===== src/rtl/div_pkg.sv =====
// rtl/div_pkg.sv - shared state type, default width and counter sizing for the sequential divider
package div_pkg;

    typedef enum logic [1:0] {
        DIV_IDLE,
        DIV_RUN,
        DIV_DONE
    } div_state_t;

    localparam int DIV_W_DEF = 32;

    function automatic int div_cnt_w(input int w);
        return (w > 1) ? $clog2(w) : 1;
    endfunction

endpackage


===== src/rtl/div_step.sv =====
// rtl/div_step.sv - one restoring-division iteration: shift {r,q} left, trial-subtract d, keep on no borrow
module div_step #(
    parameter int W = 32
) (
    input  logic [W-1:0] r,
    input  logic [W-1:0] q,
    input  logic [W-1:0] d,
    output logic [W-1:0] r_nxt,
    output logic [W-1:0] q_nxt
);

    logic [W:0] shifted;
    logic [W:0] trial;

    // r < d holds between steps, so W+1 bits is enough for the trial result to carry a clean borrow bit
    assign shifted = {r, q[W-1]};
    assign trial   = shifted - {1'b0, d};
    assign r_nxt   = trial[W] ? shifted[W-1:0] : trial[W-1:0];
    assign q_nxt   = {q[W-2:0], ~trial[W]};

endmodule


===== src/rtl/div_seq_unit.sv =====
// rtl/div_seq_unit.sv - radix-2 restoring divider, one quotient bit per clock; DIV_SIGNED_EN adds two's-complement mode
module div_seq_unit
    import div_pkg::*;
#(
    parameter int W = DIV_W_DEF
) (
    input  logic         clk,
    input  logic         reset,
    input  logic         start,
    input  logic         is_signed,
    input  logic [W-1:0] dividend,
    input  logic [W-1:0] divisor,
    output logic         ready,
    output logic         done,
    output logic [W-1:0] quot,
    output logic [W-1:0] rem,
    output logic         div_by_zero
);

    localparam int CNT_W = div_cnt_w(W);
    localparam logic [CNT_W-1:0] CNT_LAST = CNT_W'(W - 1);

    div_state_t     state, state_nxt;
    logic [W-1:0]   q_reg, r_reg, d_reg;
    logic [W-1:0]   q_nxt, r_nxt;
    logic [W-1:0]   q_fin, r_fin;
    logic [W-1:0]   a_mag, b_mag;
    logic [CNT_W-1:0] cnt;
    logic           accept, zero_div;

    assign accept   = start && (state == DIV_IDLE);
    assign zero_div = (divisor == '0);

`ifdef DIV_SIGNED_EN
    logic a_neg, b_neg, q_neg, r_neg;

    assign a_neg = is_signed & dividend[W-1];
    assign b_neg = is_signed & divisor[W-1];
    assign a_mag = a_neg ? -dividend : dividend;
    assign b_mag = b_neg ? -divisor : divisor;
    // remainder follows the dividend's sign, quotient is negative when the operand signs differ
    assign q_fin = q_neg ? -q_nxt : q_nxt;
    assign r_fin = r_neg ? -r_nxt : r_nxt;

    always_ff @(posedge clk or posedge reset) begin
        if (reset) begin
            q_neg <= 1'b0;
            r_neg <= 1'b0;
        end else if (accept) begin
            q_neg <= a_neg ^ b_neg;
            r_neg <= a_neg;
        end
    end
`else
    logic unused_is_signed;

    assign unused_is_signed = is_signed;
    assign a_mag = dividend;
    assign b_mag = divisor;
    assign q_fin = q_nxt;
    assign r_fin = r_nxt;
`endif

    div_step #(.W(W)) u_step (
        .r     (r_reg),
        .q     (q_reg),
        .d     (d_reg),
        .r_nxt (r_nxt),
        .q_nxt (q_nxt)
    );

    always_comb begin
        state_nxt = state;
        case (state)
            DIV_IDLE: if (start) state_nxt = zero_div ? DIV_DONE : DIV_RUN;
            DIV_RUN:  if (cnt == CNT_LAST) state_nxt = DIV_DONE;
            DIV_DONE: state_nxt = DIV_IDLE;
            default:  state_nxt = DIV_IDLE;
        endcase
    end

    assign ready = (state == DIV_IDLE);
    assign done  = (state == DIV_DONE);

    always_ff @(posedge clk or posedge reset) begin
        if (reset) begin
            state       <= DIV_IDLE;
            q_reg       <= '0;
            r_reg       <= '0;
            d_reg       <= '0;
            cnt         <= '0;
            quot        <= '0;
            rem         <= '0;
            div_by_zero <= 1'b0;
        end else begin
            state <= state_nxt;
            if (accept) begin
                q_reg       <= a_mag;
                d_reg       <= b_mag;
                r_reg       <= '0;
                cnt         <= '0;
                div_by_zero <= zero_div;
                // a zero divisor skips the iterations, so its results are loaded straight away
                if (zero_div) begin
                    quot <= '1;
                    rem  <= dividend;
                end
            end else if (state == DIV_RUN) begin
                q_reg <= q_nxt;
                r_reg <= r_nxt;
                cnt   <= cnt + CNT_W'(1);
                if (cnt == CNT_LAST) begin
                    quot <= q_fin;
                    rem  <= r_fin;
                end
            end
        end
    end

endmodule

===== config.mk =====
export PLATFORM = sky130hd
export DESIGN_NAME = div_seq_unit
export DESIGN_NICKNAME = d
export VERILOG_FILES = /design/src/rtl/div_pkg.sv /design/src/rtl/div_step.sv /design/src/rtl/div_seq_unit.sv
export SDC_FILE = /design/constraint.sdc
export NUM_CORES = 1
export LEC_CHECK = 0
export CORE_MARGIN = 5
export CORE_UTILIZATION = 50
export DETAILED_ROUTE_END_ITERATION = 12
export DONT_BUFFER_PORTS = 1
export SLEW_MARGIN = 20
export SYNTH_ARGS = -nofsm -noshare
export SYNTH_HDL_FRONTEND = slang
export SYNTH_SLANG_ARGS = --single-unit

===== constraint.sdc =====
create_clock -name clk -period 7.3 [get_ports clk]
set_clock_uncertainty 0.1 [all_clocks]
set_input_delay 2.19 -clock clk [delete_from_list [all_inputs] [get_ports clk]]
set_output_delay 2.19 -clock clk [all_outputs]
set_load 0.05 [all_outputs]

## After elaboration in Yosys (flattened, before gate mapping)

Index checks and enable logic that the tools add are counted.
Widths: inputs -> output; s select.

| storage, ports and cells | value |
|---|---|
| register bits after elaboration | 168 |
| output and inout port bits | 67 |
| logic and storage cells | 43 |

| operators by class | value |
|---|---|
| bitwise operators | 1 |
| multiplexer cells | 19 |
| $add $sub $neg | 2 |
| equal/unequal tests | 6 |
| reductions and logical operators | 7 |

Operators by type and width:

| cell | count |
|---|---|
| $mux 32 | 13 |
| $sub 33x32->33 | 1 |
| $logic_not 32->1 | 1 |
| $mux 5 | 2 |
| $mux 2 | 3 |
| $add 5x1->5 const B | 1 |
| $eq 5x5->1 const B | 1 |
| $ne 2x1->1 const B | 2 |
| $pmux 2 s2 | 1 |
| $reduce_bool 2->1 | 2 |
| $reduce_and 3->1 | 1 |
| $eq 2x1->1 const B | 1 |
| $eq 2x2->1 const B | 1 |
| $logic_not 2->1 | 1 |
| $ne 2x2->1 const B | 1 |
| $reduce_and 2->1 | 1 |
| $logic_and 1x1->1 | 1 |
| $not 1->1 | 1 |

## Logic depth before layout (Yosys ltp)

Gate-level depths: netlist of run 1.

| logic depth | value |
|---|---|
| depth after elaboration | 5 |
| gate-level depth with buffers | 14 |
| gate-level depth less buffers | 12 |

## Cells and area by module

A second synthesis of run 1 with hierarchy kept.

| second synthesis, totals | value |
|---|---|
| cells, all modules | 1118 |
| area, all modules | 9758.1 sq um |

Modules (own cells, without submodules):

| module | area an instance (sq um) | instances | cells each | sequential area each (sq um) |
|---|---|---|---|---|
| div_seq_unit | 7166.9 | 1 | 782 | 4204.0 |
| div_step | 2591.2 | 1 | 336 | 0.0 |

## Worst setup path after synthesis of run 1

OpenSTA, ideal clock, no wires.

| timing | value |
|---|---|
| kind | input -> register |
| start | input divisor[26] |
| end | register quot[10] |
| arrival | 3657 ps |
| cell stages on the path | 8 |
| buffers on the path | 2 |
| data required time | 7134 ps |
| path slack | 3477 ps |
| path through | nor4_1 nand4_1 o21ai_0 o21ai_0 inv_1 clkbuf_1 clkbuf_1 o22a_1 |

| on the way | value |
|---|---|
| cells in the longest elaborated chain, start to end | 3 |

RTL lines:

| element | RTL line | text |
|---|---|---|
| start, declared | div_seq_unit.sv:12 | `input logic [W-1:0] divisor,` |
| $logic_not 32->1 | div_seq_unit.sv:32 | `assign zero_div = (divisor == '0);` |
| $ne 2x1->1 (no line) | - |  |
| $reduce_and 3->1 (no line) | - |  |
| end signal, assigned | div_seq_unit.sv:113 | `quot <= q_fin;` |
| end, declared | div_seq_unit.sv:15 | `output logic [W-1:0] quot,` |

Every way passes these cells.
A chain may end at the register's enable or synchronous reset.

## Final worst setup path of run 1

| timing | value |
|---|---|
| start | input divisor[11] |
| end | register rem[6] |

| on the way | value |
|---|---|
| cells in the longest elaborated chain, start to end | 3 |

RTL lines:

| element | RTL line | text |
|---|---|---|
| $logic_not 32->1 | div_seq_unit.sv:32 |  |
| $ne 2x1->1 (no line) | - |  |
| $reduce_and 3->1 (no line) | - |  |
| end signal, assigned | div_seq_unit.sv:106 | `rem <= dividend;` |
| end signal, assigned | div_seq_unit.sv:114 | `rem <= r_fin;` |
| end, declared | div_seq_unit.sv:16 | `output logic [W-1:0] rem,` |

Every way passes these cells.

==> results.ini, run 1 <==
[clock_tree]
cts.path.max_buffers = 2
root_buffer = clkbuf_16
clock_sinks = 168
cts_buffers = 17
cts_resized = 0
h-tree-depth = 4
cts_tree = done
cts_hold_buf = 0
insertion_delay_ns = 0.43
clk_pin_slew_ns = 0.07
post_cts_buffers = 0

[synth]
synthArstFlopShare_pct = 100
synth.net_count = 1098
synth_common_cells = dfrtp_1 (168), nand2_1 (155), o21ai_0 (102)
ys_seq_area_share_pct = 46.7
synth_top_area_share_pct = 46.7
synthTopCellsByArea = dfrtp_1 (47%), nand2_1 (6.5%), o21ai_0 (5.7%), a21oi_1 (4.7%), ha_1 (4.7%)
synth_flop_cell = dfrtp_1
synth.avg_cell_area_um2 = 9.05
netlist_area_um2 = 9000
syn_inst = 995
synth-seq-cells = 168
yosys_warnings = 0
yosys.area.top_type = dfrtp_1
yosysMostFrequentCell = dfrtp_1
synth_edf_count = 0
ys_types = 55

[setup_path]
crit_type = in2reg
critical_path.startpoint = divisor[11]
crit_required_ns = 7.57
worst-r2r-cell-count = 13
critical_path_arrival_ns = 5.18
crit_slowest_cell = o21ai_1
slowest_delay_ns = 0.81
rrSetupSlack_ns = 3.03
start_kind = input pin
crit_fanout = 36
path_cells = nor4_1, nand4_1, o21ai_1, o21ai_2, inv_2, buf_4, o21ai_0, a21oi_1, a21o_1
crit_path_end_kind = register
r2r-start = q_reg[31]$_DFFE_PP0P_
reg2reg_to = rem[17]$_DFFE_PP0P_

[grt]
track_usage_pct = 24.0
grt_pass1_wl_mm = 39.0
grt_pass1_vias = 6986
antenna_found_initial = 0
globalRoute.totalOverflow = 0
grt_max_degree = 76

[cells_and_area]
antenna_cells = 0
layout.nets = 1065
final_cells = 1204
syn2layout_area_growth_pct = 8.35
drive_gt1_share_pct = 6.05
nFillCells = 1629

[timing]
rsz0062_at_grt = no
max_freq_mhz = 204
period_needed_ns = 4.90
fin_crit_sh_pct = 67.2
hold_viol = 0
worst_slew_pin_slew_ns = 1.05
final_max_slew_viol_count = 0
finalSetupViolations = 0
fin_tns_setup_ns = 0
slew_headroom_pct = 30.1

[floorplanning]
rows = 49
dieHeight_um = 144
coreArea_um2 = 17800
dieArea_um2 = 20800
die_w_um = 144
start_util_pct = 50.5
ioPinCount = 135

[routing]
routed_via_density = 5.86
drt_iter0_markers = 513
drt_wl_total_mm = 23.9
ant_nets = 0
dr.pass1.iters = 5
wire_per_inst_um = 19.9
drc_errors = 0
route.vias.total = 7052

[place]
dpl.hpwl_mm = 17.2
gp_congestion = 0.850
port_buffers = 0
dp.cells = 1172

[hold_path]
min_path_type = reg2reg
holdPathEnd = cnt[3]$_DFFE_PP0P_
holdPathStages = 1
worstHoldStart = cnt[3]$_DFFE_PP0P_

[job]
max_cap_violations = 0

[outcome]
status = completed

[cell families after synthesis]
group                      count (synthesis)  synth area share [%]
muxes                                     27                  3.03
adders and majority gates                 35                  4.95
AOI/OAI and AO/OA                        344                  24.2
DFF                                      168                  46.7
and+or+nand+nor                          290                  14.1
xor gates and xnor gates                  24                  2.34
buffers and inverters                    107                  4.66
[cell usage in the layout, fill, tap and decap left out, types with 10 or more instances in the layout]
| master | count |
|---|---|
| a211oi_1 | 19 |
| a21o_1 | 19 |
| a21oi_1 | 85 |
| a22oi_1 | 32 |
| and3_1 | 10 |
| buf_4 | 11 |
| clkbuf_16 | 17 |
| dfrtp_1 | 168 |
| ha_1 | 34 |
| inv_1 | 42 |
| mux2i_1 | 25 |
| nand2_1 | 155 |
| nand3_1 | 10 |
| nor2_1 | 55 |
| nor3_1 | 10 |
| nor4_1 | 10 |
| o21ai_0 | 100 |
| o22a_1 | 31 |
| xnor2_1 | 15 |
[metrics by stage]
stage                     setup slack (ns)  util, %  instance area, um2  hold slack (ns)
after floorplan                      0.463        -                9000            0.349
after global placement                1.98     51.3                9150            0.370
after detailed placement              1.94     51.3                9150            0.389
after CTS                             2.33     54.7                9750            0.396
after global routing                  2.16     54.7                9750            0.416
final                                 2.40     54.7                9750            0.394
[how the worst max path moves through the flow]
stage                                     end  slack (ns)  cells past startpoint
final                      rem[6]$_DFFE_PP0P_        2.40                      9
after global routing       rem[6]$_DFFE_PP0P_        2.16                      9
after CTS                  rem[6]$_DFFE_PP0P_        2.33                      9
after detailed placement   rem[9]$_DFFE_PP0P_        1.94                      9
after floorplan            cnt[0]$_DFFE_PP0P_        0.46                      1
after global placement    rem[10]$_DFFE_PP0P_        1.98                      9
[layout make-up]
type / instances / area, um2 / share of cell area (%)
multi-input cells: 720 / 4410 / 45.2
flip-flops and latches: 168 / 4200 / 43.1
clock buffers: 19 / 443 / 4.54
well taps: 229 / 287 / 2.94
inverters: 44 / 170 / 1.74
clock inverters: 13 / 159 / 1.63
repair buffers: 11 / 82.6 / 0.847
[layer usage]
layer | routed length, um | track usage, %
met1 | 11300 | 35.5
met2 | 10300 | 34.5
met3 | 2030 | 8.10
met4 | 263 | 5.06
met5 | 0 | 0
[worst max-delay path: cells and delay by family]
family / cells / cell delay [ns]
simple gates: 2 / 0.67
buf+inv: 2 / 0.90
compound gates: 5 / 1.39
Power of run 1 is not shown: default switching activity piles up to over one toggle a cycle in this logic, so the estimate is an artifact.
==> run 2, diff against run 1 <==
clock period = 4.54 ns   (was 7.3 ns; I/O delays follow)
==> run 2 against run 1 <==
Against the previous run: worst hold slack got worse by 0.0059 ns; critical path depth increased by 3; core utilization increased by 0.74 points; non-clock buffer count increased by 9; largest cell class unchanged; highest routed layer unchanged.
==> results.ini, run 2 (synthesized netlist as in run 1, its figures left out) <==
[floorplanning]
coreArea_um2 = 17800  ; unchanged
dieArea_um2 = 20800  ; unchanged
ioPinCount = 135  ; unchanged
dieHeight_um = 144  ; unchanged
die_w_um = 144  ; unchanged
start_util_pct = 50.5  ; unchanged
rows = 49  ; unchanged

[timing]
holdWs_ns = 0.388  ; was 0.394 ns
period_needed_ns = 3.67
final_max_slew_viol_count = 0  ; unchanged
fin_tns_setup_ns = 0  ; unchanged
slew_headroom_pct = 30.5  ; was 30.1%
hold_viol = 0  ; unchanged
max_freq_mhz = 273
rsz0062_at_grt = no  ; unchanged
fin_crit_sh_pct = 80.8
worst_slew_pin_slew_ns = 1.04  ; was 1.05 ns
finalSetupViolations = 0  ; unchanged

[cells_and_area]
antenna_cells = 0  ; unchanged
nFillCells = 1617  ; was 1629
drive_gt1_share_pct = 6.91  ; was 6.05%
final_common_cell = dfrtp_1  ; unchanged
final_cell_area_um2 = 9880  ; was 9750 um2
layout.nets = 1074  ; was 1065
final_cell_mix = dfrtp_1 (168), nand2_1 (155), o21ai_0 (100), a21oi_1 (85), nor2_1 (56)  ; was dfrtp_1 (168), nand2_1 (155), o21ai_0 (100), a21oi_1 (85), nor2_1 (55)
seq_area_um2 = 4200  ; unchanged
syn2layout_area_growth_pct = 9.81  ; was 8.35%
final_cells = 1213  ; was 1204
multi_input_area_um2 = 4400  ; was 4410 um2

[grt]
track_usage_pct = 24.1  ; was 24.0%
grt_max_degree = 73  ; was 76
grt_pass1_vias = 6996  ; was 6986
grt_pass1_wl_mm = 39.0  ; about the same
globalRoute.totalOverflow = 0  ; unchanged
antenna_found_initial = 0  ; unchanged

[place]
dp.cells = 1181  ; was 1172
gp_congestion = 0.907  ; was 0.850
place_area_um2 = 9230  ; was 9150 um2
dpl.hpwl_mm = 17.8  ; was 17.2 mm
port_buffers = 0  ; unchanged

[setup_path]
start_kind = register  ; was input pin
path_cells = inv_1, ha_1, fa_1, nand2b_1, a21oi_2, o211a_4, o31ai_4, o211a_1, or3_1, or4_1, mux2i_1, a211oi_1  ; was nor4_1, nand4_1, o21ai_1, o21ai_2, inv_2, buf_4, o21ai_0, a21oi_1, a21o_1
critical_path_arrival_ns = 3.85  ; was 5.18 ns
crit_path_end_kind = register  ; unchanged
crit_slowest_cell = or3_1  ; was o21ai_1
worst-r2r-cell-count = 12  ; was 13
critical_path.startpoint = q_reg[31]$_DFFE_PP0P_  ; was divisor[11]
critPathCapture = r_reg[29]$_DFFE_PP0P_  ; was rem[6]$_DFFE_PP0P_
path_buf_inv = 1  ; was 2
path_depth = 12  ; was 9
crit_fanout = 10  ; was 36
slowest_delay_ns = 0.63  ; was 0.81 ns
reg2reg_to = r_reg[29]$_DFFE_PP0P_  ; was rem[17]$_DFFE_PP0P_
r2r-start = q_reg[31]$_DFFE_PP0P_  ; unchanged
rrSetupSlack_ns = 0.87  ; was 3.03 ns
critical-path-top-delay-family = simple AND/OR/NAND/NOR gates  ; was compound AO/OA/AOI/OAI gates
crit_required_ns = 4.72  ; was 7.57 ns
crit_type = reg2reg  ; was in2reg

[routing]
route.vias.total = 7073  ; was 7052
drc_errors = 0  ; unchanged
routed_via_density = 5.83  ; was 5.86
drt_iter0_markers = 495  ; was 513
drt_wl_total_mm = 24.4  ; was 23.9 mm
ant_nets = 0  ; unchanged
wire_per_inst_um = 20.1  ; was 19.9 um
dr.pass1.iters = 6  ; was 5

[clock_tree]
cts_resized = 0  ; unchanged
root_buffer = clkbuf_16  ; unchanged
h-tree-depth = 4  ; unchanged
post_cts_buffers = 0  ; unchanged
cts_buffers = 17  ; unchanged
clock_sinks = 168  ; unchanged
cts.path.max_buffers = 2  ; unchanged
cts_tree = done  ; unchanged
insertion_delay_ns = 0.43  ; about the same
clk_pin_slew_ns = 0.07  ; about the same
cts_hold_buf = 0  ; unchanged

[outcome]
status = completed  ; unchanged

[job]
max_cap_violations = 0  ; unchanged

[hold_path]
min_path_type = reg2reg  ; unchanged

## run 2: cell count changes in the layout (fill, tap and decap cells not counted), moves of 2 or more
cell / change
clkinv_4: +2
buf_12: +2
buf_4: +7
clkinv_8: +3
clkinvlp_4: -3
## run 2: worst min path at each step
stage	start	end	slack, ns	cells after the start
after detailed placement	cnt[3]$_DFFE_PP0P_	cnt[3]$_DFFE_PP0P_	0.38	1
final	cnt[3]$_DFFE_PP0P_	cnt[3]$_DFFE_PP0P_	0.39	1
after global routing	cnt[3]$_DFFE_PP0P_	cnt[3]$_DFFE_PP0P_	0.40	1
after floorplan	cnt[3]$_DFFE_PP0P_	cnt[3]$_DFFE_PP0P_	0.35	1
after CTS	cnt[3]$_DFFE_PP0P_	cnt[3]$_DFFE_PP0P_	0.39	1
after global placement	cnt[3]$_DFFE_PP0P_	cnt[3]$_DFFE_PP0P_	0.37	1
## run 2: final cells by class
type	count	area share [%]
Inverter	44	1.71
Timing Repair Buffer	20	1.77
Sequential cell	168	42.5
Clock inverter	15	2.28
Tap cell	229	2.90
Multi-Input combinational cell	720	44.5
Clock buffer	17	4.30
## run 2: per-stage QoR
step           setup WS [ns]  utilization, %
6_report               0.872            55.4
5_1_grt                0.689            55.4
4_1_cts                0.882            55.4
3_5_place_dp           0.895            51.8
3_3_place_gp           0.912            51.8
2_1_floorplan          0.937               -
## run 2: worst register-to-register path, cell delays in order, from the launching register on
cell      delay, ns
dfrtp_1        0.34
inv_1          0.08
ha_1           0.23
fa_1           0.40
nand2b_1       0.19
a21oi_2        0.23
o211a_4        0.22
o31ai_4        0.12
o211a_1        0.29
or3_1          0.63
or4_1          0.49
mux2i_1        0.16
a211oi_1       0.06
## run 2: metal layers
layer | vias up | wire length [um] | global-route usage (%)
li1 | 3490 | - | -
met4 | 0 | 310 | 5.89
met1 | 3345 | 11400 | 35.2
met5 | - | 0 | 0
met3 | 25 | 2120 | 7.18
met2 | 213 | 10500 | 35.4
Power of run 2 is left out for the same reason.
